File: src/rtl/alu_seq_ctrl.sv
// Multi-cycle sequencer in front of a 32-bit combinational ALU: latches a request,
// runs one or two ALU passes, merges flags into the NZCV register, returns the result.
module alu_seq_ctrl #(
  parameter logic [3:0] FLAG_RESET = 4'b0000
) (
  input  logic        clk,
  input  logic        rst_n,
  input  logic        reqValid,
  output logic        reqReady,
  input  logic [1:0]  reqOp,
  input  logic        reqWide,
  input  logic        reqUseCarry,
  input  logic        reqSetFlags,
  input  logic [63:0] reqA,
  input  logic [63:0] reqB,
  output logic [31:0] aluIn1,
  output logic [31:0] aluIn2,
  output logic        aluCarry,
  output logic [1:0]  aluOp,
  input  logic [31:0] aluOut,
  input  logic        aluN,
  input  logic        aluZ,
  input  logic        aluC,
  input  logic        aluV,
  output logic        rspValid,
  input  logic        rspReady,
  output logic [63:0] rspData,
  output logic [3:0]  rspFlags,
  output logic [3:0]  flags,
  output logic [1:0]  dbg_state
);

  // Handshakes: a transfer happens on a rising edge where valid and ready are both
  // high; a valid source holds its payload stable until that edge.

  typedef enum logic [1:0] {S_IDLE = 2'd0, S_LO = 2'd1, S_HI = 2'd2, S_RESP = 2'd3} state_t;

  localparam logic [1:0] OP_ADD = 2'b00;
  localparam logic [1:0] OP_SUB = 2'b01;
  localparam logic [1:0] OP_AND = 2'b10;
  localparam logic [1:0] OP_ROR = 2'b11;

  state_t      state_q, state_d;
  logic [1:0]  op_q, op_d;
  logic        wide_q, wide_d;
  logic        use_carry_q, use_carry_d;
  logic        set_flags_q, set_flags_d;
  logic [63:0] a_q, a_d;
  logic [63:0] b_q, b_d;
  logic [31:0] res_lo_q, res_lo_d;
  logic [31:0] res_hi_q, res_hi_d;
  logic        z_lo_q, z_lo_d;
  logic        c_lo_q, c_lo_d;
  logic [3:0]  rsp_flags_q, rsp_flags_d;
  logic [3:0]  flags_q, flags_d;

  logic        z_eff;
  logic [3:0]  merged;

  always_ff @(posedge clk or negedge rst_n) begin
    if (!rst_n) begin
      state_q     <= S_IDLE;
      op_q        <= 2'b00;
      wide_q      <= 1'b0;
      use_carry_q <= 1'b0;
      set_flags_q <= 1'b0;
      a_q         <= '0;
      b_q         <= '0;
      res_lo_q    <= '0;
      res_hi_q    <= '0;
      z_lo_q      <= 1'b0;
      c_lo_q      <= 1'b0;
      rsp_flags_q <= 4'b0000;
      flags_q     <= FLAG_RESET;
    end else begin
      state_q     <= state_d;
      op_q        <= op_d;
      wide_q      <= wide_d;
      use_carry_q <= use_carry_d;
      set_flags_q <= set_flags_d;
      a_q         <= a_d;
      b_q         <= b_d;
      res_lo_q    <= res_lo_d;
      res_hi_q    <= res_hi_d;
      z_lo_q      <= z_lo_d;
      c_lo_q      <= c_lo_d;
      rsp_flags_q <= rsp_flags_d;
      flags_q     <= flags_d;
    end
  end

  // Flags of the pass finishing this cycle; a wide result is zero only if both halves are.
  always_comb begin
    z_eff = (state_q == S_HI) ? (z_lo_q & aluZ) : aluZ;
    unique case (op_q)
      OP_ADD, OP_SUB: merged = {aluN, z_eff, aluC, aluV};
      OP_AND:         merged = {aluN, aluZ, flags_q[1], flags_q[0]};
      default:        merged = {aluN, aluZ, aluC, flags_q[0]};
    endcase
  end

  always_comb begin
    state_d     = state_q;
    op_d        = op_q;
    wide_d      = wide_q;
    use_carry_d = use_carry_q;
    set_flags_d = set_flags_q;
    a_d         = a_q;
    b_d         = b_q;
    res_lo_d    = res_lo_q;
    res_hi_d    = res_hi_q;
    z_lo_d      = z_lo_q;
    c_lo_d      = c_lo_q;
    rsp_flags_d = rsp_flags_q;
    flags_d     = flags_q;
    unique case (state_q)
      S_IDLE: begin
        if (reqValid) begin
          op_d        = reqOp;
          wide_d      = reqWide & ~reqOp[1];
          use_carry_d = reqUseCarry;
          set_flags_d = reqSetFlags;
          a_d         = reqA;
          b_d         = reqB;
          res_hi_d    = '0;
          state_d     = S_LO;
        end
      end
      S_LO: begin
        res_lo_d = aluOut;
        z_lo_d   = aluZ;
        c_lo_d   = aluC;
        if (wide_q) begin
          state_d = S_HI;
        end else begin
          rsp_flags_d = merged;
          if (set_flags_q) flags_d = merged;
          state_d = S_RESP;
        end
      end
      S_HI: begin
        res_hi_d    = aluOut;
        rsp_flags_d = merged;
        if (set_flags_q) flags_d = merged;
        state_d = S_RESP;
      end
      default: begin
        if (rspReady) state_d = S_IDLE;
      end
    endcase
  end

  // Wide SUB is computed as B + ~A + 1 through the adder so the carry chains across halves.
  always_comb begin
    aluIn1   = '0;
    aluIn2   = '0;
    aluCarry = 1'b0;
    aluOp    = OP_ADD;
    if (state_q == S_LO) begin
      aluIn2 = b_q[31:0];
      unique case (op_q)
        OP_ADD: begin
          aluIn1   = a_q[31:0];
          aluCarry = use_carry_q & flags_q[1];
        end
        OP_SUB: begin
          if (wide_q) begin
            aluIn1   = ~a_q[31:0];
            aluCarry = 1'b1;
          end else begin
            aluIn1 = a_q[31:0];
            aluOp  = OP_SUB;
          end
        end
        OP_AND: begin
          aluIn1 = a_q[31:0];
          aluOp  = OP_AND;
        end
        default: begin
          aluIn1 = {27'b0, a_q[4:0]};
          aluOp  = OP_ROR;
        end
      endcase
    end else if (state_q == S_HI) begin
      aluIn1   = (op_q == OP_SUB) ? ~a_q[63:32] : a_q[63:32];
      aluIn2   = b_q[63:32];
      aluCarry = c_lo_q;
    end
  end

  assign reqReady  = (state_q == S_IDLE);
  assign rspValid  = (state_q == S_RESP);
  assign rspData   = {res_hi_q, res_lo_q};
  assign rspFlags  = rsp_flags_q;
  assign flags     = flags_q;
  assign dbg_state = state_q;

endmodule
File: config.mk
export PLATFORM = sky130hd
export DESIGN_NAME = alu_seq_ctrl
export DESIGN_NICKNAME = d
export VERILOG_FILES = /design/src/rtl/alu_seq_ctrl.sv
export SDC_FILE = /design/constraint.sdc
export NUM_CORES = 1
export LEC_CHECK = 0
export ABC_AREA = 1
export BUFFER_PORTS_ARGS = -buffer_cell sky130_fd_sc_hd__buf_2
export CORE_MARGIN = 2
export CORE_UTILIZATION = 35
export CTS_CLUSTER_DIAMETER = 60
export DETAILED_ROUTE_END_ITERATION = 8
export GPL_ROUTABILITY_DRIVEN = 0
export SYNTH_ARGS = -nofsm -noshare
export SYNTH_HDL_FRONTEND = slang
export SYNTH_SLANG_ARGS = --single-unit
File: constraint.sdc
create_clock -name clk -period 2.5 [get_ports clk]
set_clock_uncertainty 0.2 [all_clocks]
set_input_delay 0.125 -clock clk [delete_from_list [all_inputs] [get_ports clk]]
set_output_delay 0.125 -clock clk [all_outputs]
set_load 0.02 [all_outputs]
==> impl_metrics.env, run 1 <==
export IMPL_start_kind="flip-flop"
export IMPL_final_setup_worst_slack_ps=102
export IMPL_post_route_min_period_ps=2400
export IMPL_syn2layout_area_growth_pct=47.2
export IMPL_synth_ff_type="dfrtp_1"
export IMPL_grt_max_degree=92
export IMPL_fmax_mhz=417
export IMPL_drtIter0Drc=683
export IMPL_cts_tree="yes"
export IMPL_fillers=2568
export IMPL_synthTopCellsByArea="dfrtp_1, nand2_1, nand3_1, o21ai_0, inv_1"
export IMPL_coreArea_mm2=0.0279
export IMPL_grt_pass1_wl_um=53800
export IMPL_cts_buffer_depth=3
export IMPL_layout_drive_gt1_share=0.228
export IMPL_max_cap_violations=0
export IMPL_crit_required_ps=2170
export IMPL_post_route_util=0.525
export IMPL_cts_clk_slew_worst_paths_ps=60
export IMPL_portBuffers=315
export IMPL_whs_endpoint="b_q[17]"
export IMPL_yosysMostFrequentCell="nand2_1"
export IMPL_synth_seq_cells=209
export IMPL_reg2reg_depth=5
export IMPL_worstPathMaxFanout=8
export IMPL_crit_arrival_ps=2070
export IMPL_yosysTopAreaCell="dfrtp_1"
export IMPL_fin_cells=2155
export IMPL_syn_area_per_cell_um2=7.70
export IMPL_cts_setup_buffers=0
export IMPL_power_leakage_nw=7.98
export IMPL_syn_area_mm2=0.00994
export IMPL_die_h_um=173
export IMPL_cp_end_kind="output pin"
export IMPL_cts_root_buffer="clkbuf_16"
export IMPL_die_area_mm2=0.0298
export IMPL_grt_pass1_vias=10300
export IMPL_via_per_inst=4.74
export IMPL_dp_hpwl_um=20200
export IMPL_async_reset_ff_frac=1.00
export IMPL_via_count=10200
export IMPL_finalSetupViolations=0
export IMPL_postPlaceCellArea_mm2=0.0118
export IMPL_tightest_slew_ps=1150
export IMPL_fin_area_mm2=0.0146
export IMPL_worstSetupPathType="flip-flop to output pin"
export IMPL_yosysWarnings=0
export IMPL_wl_um=33400
export IMPL_rsz0062_at_grt="yes"
export IMPL_gr_total_overflow=0
export IMPL_dr_pass1_iters=5
export IMPL_reg2reg_to="res_hi_q[23]"
export IMPL_pre_cts_ws_ps=148
export IMPL_ios=316
export IMPL_r2r_start="dbg_state[0]"
export IMPL_status="complete, no violations"
export IMPL_postRouteAntennaNets=0
export IMPL_finish_net_count=1934
export IMPL_power_density_mw_per_mm2=1300
export IMPL_fin_crit_sh=0.959
export IMPL_maxSlewViolCount=0
export IMPL_min_path_cells=4
export IMPL_worstHoldStart="reqB[17]"
export IMPL_drc=0
export IMPL_yosys_area_top_type_share=0.526
export IMPL_ff2ff_setup_slack_ps=190
export IMPL_synth_edf_count=0
export IMPL_ir_worst_vdd_mv=0.728
export IMPL_hold_path_class="primary input to flip-flop"
export IMPL_ys_top_cells_by_count="nand2_1, dfrtp_1, nand3_1, o21ai_0, inv_1"
export IMPL_final_hold_violation_count=0
export IMPL_antenna_found_initial=1
export IMPL_synthCells=1290
export IMPL_ys_seq_area_frac=0.526
export IMPL_max_slew_margin=0.232
export IMPL_hold_worst_slack_ps=124
export IMPL_dp_cells=1927
export IMPL_cts_max_level=1
export IMPL_syn_nets=1467
export IMPL_cts_sinks=209
export IMPL_track_usage=0.217
export IMPL_clk_latency_ps=530
export IMPL_cts_buffers_inserted=28
export IMPL_ys_types=24
export IMPL_start_util=0.357
export IMPL_rows=61
export IMPL_wire_per_inst_um=15.5
export IMPL_dieWidth_um=173
registers in the layout, summed over array words and instances, names as in the netlist:
| register | flops |
|---|---|
| a_q | 64 |
| b_q | 64 |
| c_lo_q | 1 |
| dbg_state | 2 |
| flags | 4 |
| op_q | 2 |
| res_hi_q | 32 |
| res_lo_q | 32 |
| rspFlags | 4 |
| set_flags_q | 1 |
| use_carry_q | 1 |
| wide_q | 1 |
| z_lo_q | 1 |
how the worst max path moves through the flow:
stage                             from            to  slack [ps]
after floorplan           dbg_state[1]    aluIn1[11]         610
after detailed placement  dbg_state[0]  dbg_state[0]         150
after global placement    dbg_state[0]  dbg_state[0]         210
after CTS                 dbg_state[1]     aluIn1[0]           5
final                     dbg_state[0]    aluIn1[21]         100
after global routing      dbg_state[0]  res_hi_q[23]         -20
per-layer routing:
| metal | routed length, um | vias to the layer above | global-route usage |
|---|---|---|---|
| li1 | - | 4988 | - |
| met1 | 14300 | 4833 | 0.283 |
| met2 | 16200 | 333 | 0.369 |
| met3 | 1930 | 59 | 0.0393 |
| met4 | 871 | 0 | 0.0609 |
| met5 | 0 | - | 0 |
repair_timing:
action	in CTS	in global routing
hold buffers	174	0
setup endpoints to repair	65	86
resized for setup	7	12
hold endpoints to repair	418	0
cloned	0	4
where the power goes:
group | internal, mW | switching (mW) | leakage (nW)
clock | 2.42 | 1.54 | 0.444
combinational | 3.16 | 6.04 | 4.94
sequential | 4.99 | 0.883 | 2.60
total | 10.6 | 8.46 | 7.98
placed cells by master, fill, tap and decap left out, drive strengths merged:
master and n:
diode 1, nand4 1, ha 4, o22ai 1, o21ai 110, buf 341
dlygate4sd3 174, a22o 32, clkbuf 43, nand3 102, o21a 1, clkinvlp 2
a21oi 1, clkinv 3, a211oi 1, dfrtp 209, nor2 4, nand2 658
bufinv 2, inv 86, or2 1
through the flow:
| stage | TNS (ps) | total power [mW] |
|---|---|---|
| after floorplan | 0 | 11.7 |
| after global placement | 0 | 14.3 |
| after detailed placement | 0 | 14.5 |
| after CTS | 0 | 18.9 |
| after global routing | -47.9 | 20.5 |
| final | 0 | 19.0 |
critical path: stages (launching register included):
cell	delay, ps
dfrtp_2	440
inv_1	100
ha_2	230
nand2_2	120
inv_8	130
clkbuf_16	190
nand3_1	100
nand2_1	80
buf_2	150
final cells by class:
class                           instances  area [um^2]  share of cell area
Tap cell                              378          473              0.0323
Clock buffer                           39          793              0.0542
Inverter                               83          324              0.0222
Sequential cell                       209         5230               0.358
Timing Repair Buffer                  519         3730               0.255
Antenna cell                            1         2.50            0.000171
Multi-Input combinational cell        916         3950               0.270
Clock inverter                         10          121             0.00830
kinds of logic after synthesis:
family,synth area share
and+or+nand+nor,0.304
AOI/OAI and AO/OA,0.0862
DFF,0.526
adders and majority gates,0.00504
buffers and inverters,0.0788
Power figures use the tool's default switching activity.
==> run 2: changes to the inputs <==
==> constraint.sdc (replaced) <==
create_clock -name clk -period 2.4 [get_ports clk]
set_clock_uncertainty 0.2 [all_clocks]
set_input_delay 0.12 -clock clk [delete_from_list [all_inputs] [get_ports clk]]
set_output_delay 0.12 -clock clk [all_outputs]
set_load 0.02 [all_outputs]
==> impl_metrics.env, run 2 (same netlist as run 1, synthesis figures left out) <==
export IMPL_finalSetupViolations=0
export IMPL_cts_buffers_inserted=29
export IMPL_drtIter0Drc=607
export IMPL_fillers=2592
export IMPL_fmax_mhz=429
export IMPL_grt_pass1_vias=10500
export IMPL_min_path_cells=4
export IMPL_coreArea_mm2=0.0279
export IMPL_cts_tree="yes"
export IMPL_die_h_um=173
export IMPL_tightest_slew_ps=669
export IMPL_portBuffers=315
export IMPL_clock_power_share=0.220
export IMPL_post_route_min_period_ps=2330
export IMPL_final_common_cell="nand2_1"
export IMPL_hold_path_class="primary input to flip-flop"
export IMPL_die_area_mm2=0.0298
export IMPL_finish_net_count=1943
export IMPL_combinationalPowerShare=0.481
export IMPL_grt_max_degree=63
export IMPL_reg2reg_depth=7
export IMPL_cts_buffer_depth=3
export IMPL_slowest_stage="dfrtp_2"
export IMPL_intPower_mw=11.5
export IMPL_cts_clk_slew_worst_paths_ps=50
export IMPL_power_leakage_nw=8.09
export IMPL_wl_um=33600
export IMPL_cp_cell_sequence="buf_4, ha_4, nand2_4, clkinv_8, buf_12, a22o_1, buf_2"
export IMPL_cts_root_buffer="clkbuf_16"
export IMPL_antenna_found_initial=2
export IMPL_critical_path_startpoint="dbg_state[1]"
export IMPL_ir_worst_vdd_mv=0.627
export IMPL_start_util=0.357
export IMPL_max_cap_violations=0
export IMPL_reg2reg_to="wide_q"
export IMPL_track_usage=0.222
export IMPL_via_count=10300
export IMPL_drc=0
export IMPL_worstSetupPathType="flip-flop to output pin"
export IMPL_max_slew_margin=0.553
export IMPL_via_per_inst=4.75
export IMPL_final_cell_mix="nand2_1, buf_2, dfrtp_1"
export IMPL_clk_latency_ps=550
export IMPL_layout_drive_gt1_share=0.236
export IMPL_whs_endpoint="b_q[28]"
export IMPL_wire_per_inst_um=15.5
export IMPL_cp_top_family="buffers and inverters"
export IMPL_final_hold_violation_count=0
export IMPL_p_seq_frac=0.300
export IMPL_crit_buf_inv=4
export IMPL_power_density_mw_per_mm2=1370
export IMPL_dp_cells=1928
export IMPL_dieWidth_um=173
export IMPL_gr_total_overflow=0
export IMPL_switchingPower_mw=8.97
export IMPL_rsz0062_at_grt="no"
export IMPL_grt_pass1_wl_um=54200
export IMPL_status="complete, no violations"
export IMPL_dr_pass1_iters=5
export IMPL_cts_sinks=209
export IMPL_ff2ff_setup_slack_ps=80
export IMPL_start_kind="flip-flop"
export IMPL_maxSlewViolCount=0
export IMPL_fin_crit_sh=0.971
export IMPL_cts_max_level=1
export IMPL_power_share_switching=0.438
export IMPL_postRouteAntennaNets=0
export IMPL_tns_ps=0
export IMPL_cpPeakStageDelay_ps=410
export IMPL_crit_required_ps=2080
export IMPL_rows=61
export IMPL_largestRegisters="a_q (64), b_q (64)"
export IMPL_syn2layout_area_growth_pct=49.8
export IMPL_worstPathMaxFanout=16
export IMPL_ios=316
export IMPL_post_route_util=0.534
export IMPL_cp_end_kind="output pin"
export IMPL_power_mw=20.5
export IMPL_dp_hpwl_um=20600
export IMPL_fin_cells=2168
export IMPL_crit_arrival_ps=2010
export IMPL_r2r_start="dbg_state[1]"
export IMPL_worstHoldStart="reqB[28]"
run 2: cell types whose count changed in the layout (fill, tap and decap cells not counted), sizes merged:
cell | previous run | this run
dlygate4sd3 | 174 | 176
bufinv | 2 | 4
inv | 86 | 85
buf | 341 | 350
clkbuf | 43 | 41
diode | 1 | 2
clkinv | 3 | 5
run 2: routing by layer:
layer	GRT usage	vias to the layer above	routed length [um]
li1	-	5004	-
met1	0.275	4842	14000
met2	0.381	376	16200
met3	0.0491	81	2240
met4	0.0787	0	1150
met5	0	-	0
run 2: how the worst max path moves through the flow:
stage / depth (start not counted) / slack (ps) / to
2_1_floorplan: 9 / 510 / aluIn1[11]
3_3_place_gp: 6 / 90 / dbg_state[0]
3_5_place_dp: 6 / 50 / dbg_state[0]
4_1_cts: 6 / 10 / aluIn1[0]
5_1_grt: 7 / 10 / aluIn1[29]
6_report: 7 / 70 / aluIn2[10]
run 2: area by class of cell:
class                   instances  area [um^2]  area share
inverters                      83          339      0.0228
multi-input cells             916         3990       0.268
diodes                          2         5.00    0.000336
repair buffers                527         3830       0.257
clock buffers                  40          827      0.0556
clock inverters                13          189      0.0127
well taps                     378          473      0.0318
flip-flops and latches        209         5230       0.352
run 2: worst min-delay path: cells and delay by family:
kind	cells	cell delay [ps]
buffers and inverters	2	620
AND/OR/NAND/NOR	2	80
run 2: power by group through the flow:
stage	Clock [mW]	Combinational (mW)	Sequential, mW
floorplan	0	5.54	6.67
global placement	0	8.90	6.09
detailed placement	0	9.04	6.15
CTS	4.61	9.74	6.12
global route	4.75	10.9	6.34
finish	4.49	9.83	6.13
run 2: stage by stage:
stage	cell area [um^2]	hold slack, ps	worst slack (ps)
finish	14900	108	69.7
global route	14900	114	14.2
CTS	14800	80.1	10.6
detailed placement	11900	-78.0	51.2
global placement	11900	-78.7	86.8
floorplan	9940	-376	513
run 2: repair_timing:
item                                   CTS  global route
hold buffers                           176             0
setup endpoints to repair               65            82
resized for setup                       16            22
setup buffers                            5             2
cloned                                   2             1
pin swaps                                0             2
endpoints found under the hold margin  418             0
==> run 3: changes to the inputs <==
--- a/config.mk
+++ b/config.mk
@@ -12,6 +12,7 @@
 export CTS_CLUSTER_DIAMETER = 60
 export DETAILED_ROUTE_END_ITERATION = 8
 export GPL_ROUTABILITY_DRIVEN = 0
+export PLACE_DENSITY_LB_ADDON = 0.3
 export SYNTH_ARGS = -nofsm -noshare
 export SYNTH_HDL_FRONTEND = slang
 export SYNTH_SLANG_ARGS = --single-unit
==> impl_metrics.env, run 3 (same netlist as run 1, synthesis figures left out) <==
export IMPL_cts_tree="yes"
export IMPL_min_path_cells=4
export IMPL_via_per_inst=4.77
export IMPL_cts_buffer_depth=3
export IMPL_rsz0062_at_grt="no"
export IMPL_clk_latency_ps=520
export IMPL_hold_path_class="primary input to flip-flop"
export IMPL_worstHoldStart="reqB[34]"
export IMPL_max_cap_violations=0
export IMPL_die_area_mm2=0.0298
export IMPL_finalSetupViolations=0
export IMPL_ff2ff_setup_slack_ps=190
export IMPL_antenna_found_initial=2
export IMPL_power_density_mw_per_mm2=1350
export IMPL_cts_clk_slew_worst_paths_ps=60
export IMPL_cts_root_buffer="clkbuf_16"
export IMPL_rows=61
export IMPL_wire_per_inst_um=15.5
export IMPL_r2r_start="dbg_state[0]"
export IMPL_postRouteAntennaNets=0
export IMPL_slowest_stage="dfrtp_2"
export IMPL_drc=0
export IMPL_gr_total_overflow=0
export IMPL_fmax_mhz=427
export IMPL_status="complete, no violations"
export IMPL_grt_max_degree=62
export IMPL_cpPeakStageDelay_ps=440
export IMPL_grt_pass1_wl_um=54200
export IMPL_drtIter0Drc=675
export IMPL_portBuffers=315
export IMPL_ios=316
export IMPL_grt_util_met1=0.275
export IMPL_dr_pass1_iters=5
export IMPL_final_common_cell="nand2_1"
export IMPL_finish_net_count=1947
export IMPL_cts_sinks=209
export IMPL_die_h_um=173
export IMPL_postPlaceCellArea_mm2=0.0118
export IMPL_cp_cell_sequence="ha_4, buf_4, bufbuf_16, a22o_1, buf_2"
export IMPL_via_count=10300
export IMPL_reg2reg_depth=6
export IMPL_fin_crit_sh=0.975
export IMPL_cp_end_kind="output pin"
export IMPL_fin_area_mm2=0.0149
export IMPL_dp_hpwl_um=20200
export IMPL_final_hold_violation_count=0
export IMPL_met2_usage=0.388
export IMPL_track_usage=0.222
export IMPL_power_leakage_nw=8.05
export IMPL_tns_ps=0
export IMPL_ir_worst_vdd_mv=0.657
export IMPL_crit_arrival_ps=2020
export IMPL_start_util=0.357
export IMPL_coreArea_mm2=0.0279
export IMPL_tightest_slew_ps=1070
export IMPL_worstSetupPathType="flip-flop to output pin"
export IMPL_whs_endpoint="b_q[34]"
export IMPL_layout_drive_gt1_share=0.233
export IMPL_dieWidth_um=173
export IMPL_largestRegisters="a_q (64), b_q (64)"
export IMPL_reg2reg_to="dbg_state[0]"
export IMPL_grt_util_met3=0.0411
export IMPL_cts_buffers_inserted=26
export IMPL_syn2layout_area_growth_pct=49.5
export IMPL_final_cell_mix="nand2_1, buf_2, dfrtp_1"
export IMPL_wl_um=33700
export IMPL_worstPathMaxFanout=28
export IMPL_post_route_min_period_ps=2340
export IMPL_maxSlewViolCount=0
export IMPL_grt_pass1_vias=10400
export IMPL_cts_max_level=1
export IMPL_crit_required_ps=2080
export IMPL_grt_busiest_layer="met2"
export IMPL_start_kind="flip-flop"
export IMPL_max_slew_margin=0.286
run 3: changes by cell type in the layout (fill, tap and decap cells not counted), moves of 2 or more:
cell,previous run,this run
bufinv_16,4,2
buf_16,1,3
nand3_1,100,102
clkbuf_16,30,28
clkinv_8,2,0
buf_4,22,24
nand3_2,2,0
dlygate4sd3_1,176,181
run 3: cell type report:
class	instances	area, um^2
Sequential cell	209	5230
Clock buffer	38	787
Fill cell	2562	13000
Inverter	83	328
Antenna cell	2	5.00
Tap cell	378	473
Multi-Input combinational cell	916	3970
Clock inverter	9	115
Timing Repair Buffer	534	3950
run 3: metrics by stage:
stage | util | instances | hold WS [ps] | power, mW | setup WS, ps
3_3_place_gp | 0.425 | 1926 | -41.4 | 14.9 | 112
3_5_place_dp | 0.425 | 1926 | -43.8 | 15.1 | 86.1
6_report | 0.533 | 2169 | 129 | 20.0 | 60.4
5_1_grt | 0.533 | 2169 | 135 | 21.5 | 9.17
2_1_floorplan | - | 1290 | -376 | 12.2 | 513
4_1_cts | 0.530 | 2164 | 100 | 20.0 | 7.55
run 3: repair_timing:
item / in CTS / in global routing
setup buffers: 6 / 3
resized for setup: 15 / 16
hold endpoints to repair: 418 / 0
pin swaps: 1 / 3
hold buffers: 182 / 0
cloned: 3 / 1
endpoints found under the setup margin: 66 / 50
run 3: worst max-delay path by stage:
stage               slack [ps]         start      endpoint  cells past startpoint
finish                      60  dbg_state[0]     aluIn2[8]                      5
global route                 9        wide_q     aluIn1[1]                      6
CTS                          8  dbg_state[1]     aluIn2[6]                      8
detailed placement          90  dbg_state[0]  dbg_state[0]                      6
global placement           110  dbg_state[0]  dbg_state[0]                      6
floorplan                  510  dbg_state[1]    aluIn1[11]                      9
run 3: power by group:
group	switching (mW)	internal, mW
Clock	1.55	2.50
Combinational	6.31	3.49
Sequential	0.939	5.20
Total	8.79	11.2
run 3: layer usage:
metal  vias up  part of all wire
met5         -                 0
met4         0             0.029
met3        70             0.059
met2       391              0.49
met1      4874              0.42
li1       5013                 -
run 3: worst max-delay path, delay by kind of cell (launching register included):
family | cells | cell delay, ps
adders and majority gates | 1 | 190
DFF | 1 | 440
AOI/OAI and AO/OA | 1 | 240
buffers and inverters | 3 | 600
